## config.mk

```make
export PLATFORM = sky130hd
export DESIGN_NAME = control_path_param
export DESIGN_NICKNAME = d
export VERILOG_FILES = /design/src/rtl/control_path_param.sv
export SDC_FILE = /design/constraint.sdc
export NUM_CORES = 1
export LEC_CHECK = 0
export ABC_AREA = 1
export CAP_MARGIN = 40
export CORE_MARGIN = 5
export CORE_UTILIZATION = 38
export DETAILED_ROUTE_END_ITERATION = 10
export PLACE_DENSITY = 0.74
export SYNTH_ARGS = -nofsm -noshare
export SYNTH_HDL_FRONTEND = slang
export SYNTH_SLANG_ARGS = --single-unit
```

## constraint.sdc

```tcl
create_clock -name clk -period 1.25 [get_ports clk]
set_input_delay 0.25 -clock clk [delete_from_list [all_inputs] [get_ports clk]]
set_output_delay 0.25 -clock clk [all_outputs]
set_load 0.05 [all_outputs]
```

## src/rtl/control_path_param.sv

```systemverilog
// Control path sequencing an s/y datapath through idle, enumerate, step and
// update regimes; regime, active, done and the two counters are the only state.
module control_path_param #(
  parameter int S_W        = 4,
  parameter int S_LAST     = 6,
  parameter int ENUM_STEP  = 2,
  parameter int ENUM_TICKS = 4,
  parameter int UPD_STAGES = 4
) (
  input  logic           clk,
  input  logic           rst,
  input  logic [1:0]     on,
  input  logic           start,
  input  logic           abort,
  input  logic [S_W-1:0] s_cur,
  output logic [1:0]     regime,
  output logic           active,
  output logic           busy,
  output logic           done,
  output logic [1:0]     y_select_next,
  output logic [S_W-1:0] s_step,
  output logic           y_en,
  output logic           s_en,
  output logic           y_store_x,
  output logic           s_add,
  output logic           s_zero
);

  localparam int TICK_W = (ENUM_TICKS > 1) ? $clog2(ENUM_TICKS) : 1;
  localparam int STG_W  = (UPD_STAGES > 1) ? $clog2(UPD_STAGES) : 1;

  localparam logic [TICK_W-1:0] TICK_MAX = TICK_W'(ENUM_TICKS - 1);
  localparam logic [TICK_W-1:0] TICK_ONE = TICK_W'(1);
  localparam logic [STG_W-1:0]  STG_MAX  = STG_W'(UPD_STAGES - 1);
  localparam logic [STG_W-1:0]  STG_TWO  = STG_W'(2);
  localparam logic [STG_W-1:0]  STG_ONE  = STG_W'(1);
  localparam logic [S_W-1:0]    W_LAST   = S_W'(S_LAST);
  localparam logic [S_W-1:0]    W_STEP   = S_W'(ENUM_STEP);
  localparam logic [S_W-1:0]    W_UNIT   = S_W'(1);

  typedef enum logic [1:0] {
    R0 = 2'd0,
    R1 = 2'd1,
    R2 = 2'd2,
    R3 = 2'd3
  } regime_t;

  regime_t           r_regime;
  logic              r_active;
  logic              r_done;
  logic [TICK_W-1:0] r_tick;
  logic [STG_W-1:0]  r_stage;

  logic w_tick_zero;
  logic w_at_last;
  logic w_abort_run;

  assign w_tick_zero = (r_tick == '0);
  assign w_at_last   = (s_cur == W_LAST);
  assign w_abort_run = abort && (r_regime != R0);

  assign regime = r_regime;
  assign active = r_active;
  assign done   = r_done;
  assign busy   = (r_regime != R0);

  always_comb begin
    y_select_next = 2'd0;
    s_step        = '0;
    y_en          = 1'b0;
    s_en          = 1'b0;
    y_store_x     = 1'b0;
    s_add         = 1'b0;
    s_zero        = 1'b0;
    case (r_regime)
      R1: begin
        if (r_active) begin
          s_step = W_STEP;
          s_add  = 1'b1;
          s_en   = w_tick_zero && !w_at_last;
        end else if (start) begin
          s_zero = 1'b1;
          s_en   = 1'b1;
        end
      end
      R2: begin
        s_en          = 1'b1;
        s_step        = W_UNIT;
        y_select_next = 2'd1;
        y_en          = w_at_last;
      end
      R3: begin
        // Top stage checked first so UPD_STAGES=3 has no middle stages.
        if (r_stage == STG_MAX) begin
          y_store_x = 1'b1;
          y_en      = 1'b1;
        end else if (r_stage >= STG_TWO) begin
          y_select_next = 2'd3;
          y_en          = 1'b1;
        end else if (r_stage == STG_ONE) begin
          s_en   = 1'b1;
          s_add  = 1'b1;
          s_step = W_UNIT;
        end
      end
      default: ;
    endcase
    if (abort) begin
      y_en      = 1'b0;
      s_en      = 1'b0;
      y_store_x = 1'b0;
      s_zero    = 1'b0;
    end
  end

  always_ff @(posedge clk or negedge rst) begin
    if (!rst) begin
      r_regime <= R0;
      r_active <= 1'b0;
      r_done   <= 1'b0;
      r_tick   <= TICK_MAX;
      r_stage  <= STG_MAX;
    end else begin
      r_done <= 1'b0;
      if (w_abort_run) begin
        r_regime <= R0;
        r_active <= 1'b0;
        r_tick   <= TICK_MAX;
        r_stage  <= STG_MAX;
      end else begin
        case (r_regime)
          R0: begin
            if (!abort) r_regime <= regime_t'(on);
          end
          R1: begin
            if (r_active) begin
              if (!w_tick_zero) begin
                r_tick <= r_tick - TICK_ONE;
              end else if (!w_at_last) begin
                r_tick <= TICK_MAX;
              end else begin
                r_active <= 1'b0;
                r_regime <= R0;
                r_done   <= 1'b1;
                r_tick   <= TICK_MAX;
              end
            end else if (start) begin
              r_active <= 1'b1;
              r_tick   <= TICK_MAX;
            end
          end
          R2: begin
            if (!start) r_regime <= R0;
          end
          R3: begin
            if (r_stage == '0) begin
              r_regime <= R0;
              r_done   <= 1'b1;
              r_stage  <= STG_MAX;
            end else begin
              r_stage <= r_stage - STG_ONE;
            end
          end
          default: r_regime <= R0;
        endcase
      end
    end
  end

endmodule

```

==> flow_results.org, run 1 <==
** Run status
- Outcome :: did not finish
- The flow stopped in 5_1_grt.
- Run Error :: [ERROR DPL-0038] Utilization greater than 100%, impossible to legalize

** Floorplanning
- For this configuration, the core starts out at a cell density of 39.7%.
- The die is 52.2 um wide.
- IO Pins :: 26
- FP Rows :: 15
- Vertical die dimension :: 52.2 um

** Yosys
- Cell Area, Synth :: 678 um^2
- Synthesized instance count :: 98
- Dividing the synthesized area by the synthesized cell count gives 6.92 um^2.
- Leading post-synthesis cells by instance count :: nand2_1 (18), inv_1 (14), nand3_1 (8), nor2_1 (8)
- For this run, asynchronously set or reset flops after synthesis account for 100%.
- The share of the Yosys chip area taken by registers is 30.3%.
- Warnings, synthesis :: 0
- Post-synth EDFFs :: 0
- Cell type with the largest total area after synthesis :: dfstp_2
- Seq cells post-synth :: 8
- Library cells used by synthesis :: 21
- For this run, the leading register cell type out of synthesis is dfstp_2.
- Main area contributors after synthesis :: dfstp_2 (15%), dfrtp_1 (15%), nand2_1 (10%), ha_1 (9.2%), inv_1 (7.7%)
- Area fraction of the dominant cell type after synthesis :: 15.5%
- nand2_1 is the most common cell in the netlist.

** CTS
- Number of H-tree branching levels :: 1
- The number of hold buffers added after CTS was 0.
- No sink is reached through more buffers than the 2 on the longest clock path.
- The number of clock buffers added by TritonCTS is 3.
- TritonCTS Sinks :: 8
- Clock tree synthesis selected as its root buffer the cell clkbuf_4.

** STA
- Endpoint with the least setup slack after the last global-route repair :: s_en
- Worst endpoint pin kind :: primary output

** Place
- The count of buffers added on input and output ports is 23.
- Weighted congestion at the end of routability-driven global placement :: 0.838
- Summed over all nets, the half-perimeter wirelength after detailed placement is 1950 um.

** Global route
- Maximum number of pins on one net before global-route repair :: 9
-- cells by family after synthesis --
family | count (synthesis) | share of synthesized area (%)
other cells | 1 | 0.553
simple gates | 48 | 34.3
buf+inv | 23 | 14.4
compound gates | 13 | 11.3
flops | 8 | 30.3
fa+ha+maj | 5 | 9.23
-- timing repair --
item | in CTS
setup buffers | 2
resized for setup | 26
gates cloned | 0
pin swaps | 11
setup endpoints to repair | 21
-- through the flow --
stage / setup slack (ns) / cell area (um^2) / TNS [ns] / instances
3_5_place_dp: -0.424 / 1440 / -3.28 / 174
3_3_place_gp: -0.394 / 1440 / -2.85 / 174
4_1_cts: -0.539 / 1570 / -5.18 / 180
2_1_floorplan: -0.506 / 831 / -1.86 / 99
==> run 2: changes to the inputs <==
--- a/config.mk
+++ b/config.mk
@@ -7,10 +7,10 @@
 export LEC_CHECK = 0
 export ABC_AREA = 1
 export CAP_MARGIN = 40
-export CORE_MARGIN = 5
-export CORE_UTILIZATION = 38
+export CORE_AREA = 5 5 66 68
 export DETAILED_ROUTE_END_ITERATION = 10
-export PLACE_DENSITY = 0.74
+export DIE_AREA = 0 0 71 73
+export PLACE_DENSITY_LB_ADDON = 0.15
 export SYNTH_ARGS = -nofsm -noshare
 export SYNTH_HDL_FRONTEND = slang
 export SYNTH_SLANG_ARGS = --single-unit
==> constraint.sdc (replaced) <==
create_clock -name clk -period 1.6 [get_ports clk]
set_input_delay 0.32 -clock clk [delete_from_list [all_inputs] [get_ports clk]]
set_output_delay 0.32 -clock clk [all_outputs]
set_load 0.05 [all_outputs]
==> run 2 against run 1 <==
Against the previous run: the flow now finishes, with violations (setup timing); synthesized area stayed put; synthesized cell count did not move.
==> flow_results.org, run 2 <==
** Run status
- Outcome :: finished, violations left (was did not finish)
- The final reports fail on setup timing.

** Floorplanning
- FP Rows :: 23 (was 15)
- Vertical die dimension :: 73 um (was 52.2 um)
- The die covers 5180 um^2.
- Initial Util :: 17.9% (was 39.7%)
- The die outline width came to 71 um (was 52.2 um).
- IO Pins :: 26 (unchanged)
- Placeable Area :: 3800 um^2

** CTS
- Num CTS Buffers :: 3 (unchanged)
- Post-CTS clock slew at the launch and capture registers of the worst setup and hold paths :: 0.05 ns
- The worst-case clock buffer depth is 2 (unchanged).
- The clock sink count is 8 (unchanged).
- Cell chosen for the clock root :: clkbuf_8 (was clkbuf_4)
- The deepest level of the CTS H-tree came to 1 (unchanged).
- Insertion delay of the later-clocked pin in the worst-skew pair :: 0.23 ns
- TritonCTS built the clock tree.

** Yosys
- Post-synth EDFFs :: 0 (unchanged)
- The fraction of the yosys area taken by sequential cells is 30.3% (unchanged).
- Synthesized instance count :: 98 (unchanged)
- Library cells used by synthesis :: 21 (unchanged)
- The average instance area after synthesis was 6.92 um^2 (unchanged).
- Cell Area, Synth :: 678 um^2 (unchanged)
- The most numerous cell in the Yosys netlist is nand2_1 (unchanged).
- Async SR Flop Fraction :: 100% (unchanged)
- Cell type with the largest total area after synthesis :: dfstp_2 (unchanged)
- Leading post-synthesis cells by instance count :: nand2_1 (18), inv_1 (14), nand3_1 (8), nor2_1 (8) (unchanged)
- The number of flip-flops and latches in the synthesized netlist was 8 (unchanged).
- Main area contributors after synthesis: dfstp_2 (15%), dfrtp_1 (15%), nand2_1 (10%), ha_1 (9.2%), inv_1 (7.7%) (unchanged).
- Area fraction of the dominant cell type after synthesis :: 15.5% (unchanged)
- The total of warnings raised by yosys came to 0 (unchanged).
- The leading register cell type out of synthesis was dfstp_2 (unchanged).

** Detailed routing
- Number of DRC violations after detailed routing :: 0
- In the detailed route, the total length drawn on met3 is 143 um.
- Violation count after the first detailed-routing iteration :: 33
- Detail-routed via count per cell :: 4.02
- Summed over all nets, wire length on met2 after detailed routing comes to 1120 um.
- Met1 Wirelength :: 901 um
- Post-Route WL :: 2180 um
- Before antenna repair, the detailed router went through 4 iterations.
- Highest Signal Layer :: met4
- In this run the remaining antenna-violating nets after routing total 0.
- Total number of vias :: 788
- In the final routed layout, each cell accounts on average for 11.1 um.

** Final layout
- Leaving out fill and tap cells, the most frequent cells in the layout are buf_4 (19), nand2_1 (15), buf_12 (13).
- Final-layout fill cell count :: 409
- Synthesis-to-layout area growth :: 116%
- Layout cell share with drive strength beyond 1 :: 59.6%
- Number of antenna cells inserted :: 0
- Commonest non-fill, non-tap cell in the layout :: buf_4
- After the last flow step, the layout net total stands at 162.

** STA
- Ratio of final minimum period to clock period :: 112%
- On the final layout, the worst hold slack is 0.377 ns.
- For the final database, setup skew stands at 0.00536 ns.
- Crit path time final :: 1.79 ns
- Total Neg Setup Slack :: -1.01 ns
- Derived from the worst setup path, the maximum achievable clock frequency is 0.558 GHz.
- Once routing completed, OpenROAD measured the worst setup slack at -0.192 ns.
- Final number of setup-violating endpoints :: 7
- Setup repair after global routing could not meet its margin everywhere.
- Final hold vios :: 0
- Final max-slew violation count :: 0

** Power and ir drop
- Summed over all nets, the switching power comes to 1.27 mW.
- In this run the static leakage power is 0.673 nW.
- Sequential cell fraction of total power :: 16.9%
- Maximum ir drop on the vdd rail :: 0.000661 V
- Int Pwr :: 1.42 mW
- Portion of total power attributed to combinational logic :: 73.5%
- Switching share of total power :: 47.3%
- Share of power burned in the clock network :: 9.6%
- Power spread over the standard cell area amounts to 1840 nW/um^2.

** Place
- The routability congestion estimate from global placement came to 0.813 (was 0.838).
- The number of port buffers was 23 (unchanged).
- Detailed placer's ending HPWL :: 1850 um (was 1950 um)

** Hold path
- Class of the tightest hold or removal check :: primary input to async pin

** Critical path
- The cell family contributing the most delay on the critical path is flip-flops.
- STA puts the critical path data required time at 1.28 ns.
- Maximum fanout encountered on the critical timing path :: 3
- By instance count, the cell type seen most on the critical path is a21oi_4.
- The number of buffers and inverters on the critical path is 2.
- Nature of the critical path endpoint :: output port
- The slowest stage of the critical path is the dfstp_2 cell.
- The signal on the critical path passes through ha_4, inv_4, a21oi_4, nor2_2, a21oi_4, buf_12.
- Worst EP arrival :: 1.47 ns
- Maximum single-stage delay on the critical path :: 0.57 ns
- The setup path with the least slack is of type flop to output port.
- Type of element launching the critical path :: flop

** Job
- Max-cap violations in this run came to 0.

** Global route
- For this run the aggregate overflow at the end of global routing stands at 0.
- Entering global routing, the biggest net connects 9 pins.
- Global routing used 9.24% of the available tracks.
- Via count of the first global-routing pass :: 843
- The first global-routing pass estimated 3860 um of wire.
- Antenna violations before repair :: 0
## run 2: cell counts after synthesis
Identical to the previous run, type by type.
## run 2: cells by family after synthesis
group	Yosys count	synth area share, %
buffers and inverters	23	14.4
AOI/OAI and AO/OA	13	11.3
DFF	8	30.3
other	1	0.553
adders and majority gates	5	9.23
and+or+nand+nor	48	34.3
## run 2: metal layers
layer  GRT usage, %  vias up
met4           1.88        0
met1           11.1      359
li1               -      403
met5              0        -
met2           16.7       24
met3           2.34        2
## run 2: power by group through the flow
stage / clock network (mW) / registers, mW / logic, mW
global route: 0.277 / 0.472 / 2.14
floorplan: 0 / 0.538 / 0.908
global placement: 0 / 0.443 / 1.81
detailed placement: 0 / 0.447 / 1.82
CTS: 0.263 / 0.452 / 1.96
finish: 0.258 / 0.455 / 1.98
## run 2: stage by stage
stage                     worst slack, ns  total power, mW  area (um^2)  utilization [%]  std cells
after floorplan                    -0.226             1.45          776                -         99
after global placement             -0.191             2.26         1310             34.5        187
after detailed placement           -0.213             2.26         1310             34.5        187
after CTS                          -0.205             2.68         1430             37.7        196
after global routing               -0.248             2.89         1460             38.5        196
final                              -0.192             2.70         1460             38.5        196
## run 2: path summary, 6_finish.rpt
path | startpoint | endpoint | slack [ns] | cells after the start
hold reg to reg | r_tick[1] | r_tick[1] | 0.47 | 2
setup reg to reg | r_stage[0] | regime[1] | 0.19 | 8
max in group asynchronous | rst | r_tick[1] | 0.91 | 1
min in group clk | r_tick[1] | r_tick[1] | 0.47 | 2
hold / removal | rst | regime[0] | 0.38 | 1
setup / recovery | r_stage[0] | s_en | -0.19 | 6
## run 2: timing repair
action	4_1_cts	5_1_grt
gates resized for setup	14	12
buffers inserted	5	0
hold buffers	0	0
pin swaps	9	6
setup endpoints to repair	9	8
hold endpoints to repair	0	0
cloned	0	0
## run 2: layout make-up
cell class	instances	area, um^2	share of cell area [%]
Sequential cell	8	211	14.5
Multi-Input combinational cell	68	513	35.1
Inverter	20	80.1	5.47
Tap cell	50	62.6	4.28
Timing Repair Buffer	46	551	37.6
Clock buffer	4	45.0	3.08
(Power assumes the default switching activity.)
==> run 3: changes to the inputs <==
--- a/config.mk
+++ b/config.mk
@@ -11,6 +11,7 @@
 export DETAILED_ROUTE_END_ITERATION = 10
 export DIE_AREA = 0 0 71 73
 export PLACE_DENSITY_LB_ADDON = 0.15
+export SETUP_SLACK_MARGIN = 0.1
 export SYNTH_ARGS = -nofsm -noshare
 export SYNTH_HDL_FRONTEND = slang
 export SYNTH_SLANG_ARGS = --single-unit
==> run 3 against run 2 <==
Against the previous run: the run still ends with setup timing left; first-iteration DRC count fell by 21%; core utilization rose by 1.6 points; maximum frequency rose by 1.2%; critical path type unchanged.
==> flow_results.org, run 3 (synthesis gave the netlist of run 2 again) <==
** Critical path
- The highest net fanout along the worst path is 3 (unchanged).
- Critical path class :: flop to output port (unchanged)
- The kind of end point of the critical path was an output port (unchanged).
- Depth of the worst register-to-register path :: 8 (unchanged)
- Worst EP arrival :: 1.45 ns (was 1.47 ns)
- The kind of start point of the critical path is a flop (unchanged).
- Crit Reg-Reg Startpoint :: r_stage[0] (unchanged)
- Worst R2R End :: regime[1] (unchanged)
- The data required time at the worst endpoint was 1.28 ns (about the same).
- The register-to-register path setup slack was 0.19 ns (about the same).

** CTS
- The deepest level of the CTS H-tree was 1 (unchanged).
- TritonCTS Sinks :: 8 (unchanged)
- The clock network latency to the later pin of the worst-skew pair came to 0.23 ns (about the same).
- Post-CTS clock slew at the launch and capture registers of the worst setup and hold paths :: 0.04 ns (was 0.05 ns)
- The clock tree from TritonCTS was built (unchanged).
- Cell chosen for the clock root :: clkbuf_8 (unchanged)
- The TritonCTS buffer count is 3 (unchanged).
- Number of buffers on the longest clock path :: 2 (unchanged)
- The count of hold buffers inserted by post-cts repair is 0 (unchanged).

** Detailed routing
- The initial detailed-routing violation count was 26 (was 33).
- The routed wire length is 2290 um (was 2180 um).
- The number of detailed-routing iterations run before antenna repair came to 4 (unchanged).
- The number of nets with antenna violations after detailed routing was 0 (unchanged).
- The average wire per cell in the routed design came to 11.4 um (was 11.1 um).
- The via count was 825 (was 788).
- Number of DRC violations after detailed routing :: 0 (unchanged)
- Detail-routed via count per cell :: 4.10 (was 4.02)

** Floorplanning
- Placeable Area :: 3800 um^2 (unchanged)
- The die extent in y was 73 um (unchanged).
- Overall die width :: 71 um (unchanged)
- The I/O pin count was 26 (unchanged).
- The floorplan row count came to 23 (unchanged).
- The starting density of the core came to 17.9% (unchanged).
- The area of the die came to 5180 um^2 (unchanged).

** Final layout
- Total area of multi-input combinational cells :: 536 um^2 (was 513 um^2)
- Number of antenna cells inserted :: 0 (unchanged)
- Top library cells by usage in the layout, fill and taps aside :: buf_4 (23), nand2_1 (13), buf_12 (12) (was buf_4 (19), nand2_1 (15), buf_12 (13))
- The final-stage net count was 167 (was 162).
- Register area :: 214 um^2 (was 211 um^2)
- The most frequent standard cell in the layout excluding fill and tap cells was buf_4 (unchanged).
- The number of fill cells came to 396 (was 409).
- Layout cell share with drive strength beyond 1 :: 63.6% (was 59.6%)
- Synthesis-to-layout area growth :: 125% (was 116%)

** Hold path
- The worst hold path class was primary input to async pin (unchanged).

** STA
- Final worst hold slack :: 0.377 ns (about the same)
- Final worst clock skew :: 0.00262 ns (was 0.00536 ns)
- The time the final worst path needs with I/O delays and setup came to 1.77 ns (was 1.79 ns).
- Final max-slew violation count :: 0 (unchanged)
- Final number of setup-violating endpoints :: 8 (was 7)
- The final critical-path share of the clock period was 111% (was 112%).
- Setup repair after global routing missed its margin :: true (unchanged)
- The final setup slack of the worst path is -0.170 ns (was -0.192 ns).
- The total negative slack for setup checks came to -0.830 ns (was -1.01 ns).
- Final hold vios :: 0 (unchanged)
- The achievable frequency came to 0.565 GHz (was 0.558 GHz).

** Place
- The number of port buffers is 23 (unchanged).
- Weighted congestion at the end of routability-driven global placement :: 0.761 (was 0.813)
- Detailed placer's ending HPWL :: 1840 um (was 1850 um)

** Run status
- Outcome :: finished, violations left (unchanged)
- Failing checks: setup timing (unchanged).

** Global route
- Total gr overflow :: 0 (unchanged)
- Maximum number of pins on one net before global-route repair :: 9 (unchanged)
- Via count of the first global-routing pass :: 855 (was 843)
- Gr usage total :: 9.67% (was 9.24%)
- First-pass GRT wire length :: 4060 um (was 3860 um)
- Antenna violations before repair :: 0 (unchanged)

** Power and ir drop
- The leakage power summed over all cells was 0.702 nW (was 0.673 nW).
- The maximum ir drop on the vdd rail is 0.000720 V (was 0.000661 V).
- The cell area power density came to 1860 nW/um^2 (was 1840 nW/um^2).
- The total design power came to 2.84 mW (was 2.70 mW).

** Job
- The number of violations of the max-capacitance limit came to 0 (unchanged).
[run 3: worst max-delay path by stage]
stage / startpoint / to / slack, ns
after detailed placement: s_cur[1] / y_en / -0.21
final: r_stage[0] / s_en / -0.17
after global routing: r_stage[1] / y_select_next[0] / -0.21
after global placement: s_cur[2] / y_en / -0.20
after floorplan: r_stage[0] / s_en / -0.23
after CTS: r_stage[0] / s_en / -0.19
[run 3: final cells by class]
class                           instances  share of cell area [%]
Timing Repair Buffer                   51                    38.6
Multi-Input combinational cell         68                    35.1
Sequential cell                         8                    14.0
Inverter                               20                    5.25
Tap cell                               50                    4.10
Clock buffer                            4                    2.95
[run 3: where the power goes]
group | internal [mW] | switching (mW) | total [mW]
Clock | 0.173 | 0.0821 | 0.255
Combinational | 0.989 | 1.14 | 2.13
Sequential | 0.339 | 0.121 | 0.460
Total | 1.50 | 1.34 | 2.84
[run 3: stage by stage]
step           setup slack, ns  utilization, %  cell area (um^2)  std cells
2_1_floorplan           -0.226               -               802         99
3_3_place_gp            -0.199            34.4              1310        185
3_5_place_dp            -0.210            34.4              1310        185
4_1_cts                 -0.186            38.7              1470        198
5_1_grt                 -0.208            40.2              1530        201
6_report                -0.170            40.2              1530        201
[run 3: metal layers]
layer	track usage, %	wire length, um	vias to the layer above	share of wire, %
met3	1.65	100	0	4.4
met5	0	0	-	0
met2	16.1	1140	23	50
met1	13.3	1050	387	46
met4	1.88	0	0	0
li1	-	-	415	-
[run 3: timing repair]
action	CTS	global route
setup endpoints to repair	10	12
setup buffers	9	3
cloned	0	0
hold endpoints to repair	0	0
gates resized for setup	16	12
pin swaps	6	7
[run 3: worst max-delay path, stage by stage (launching register included)]
cell,delay (ns)
dfstp_2,0.56
ha_4,0.14
inv_4,0.04
a21oi_4,0.14
nor2_4,0.05
a21oi_4,0.14
buf_12,0.15
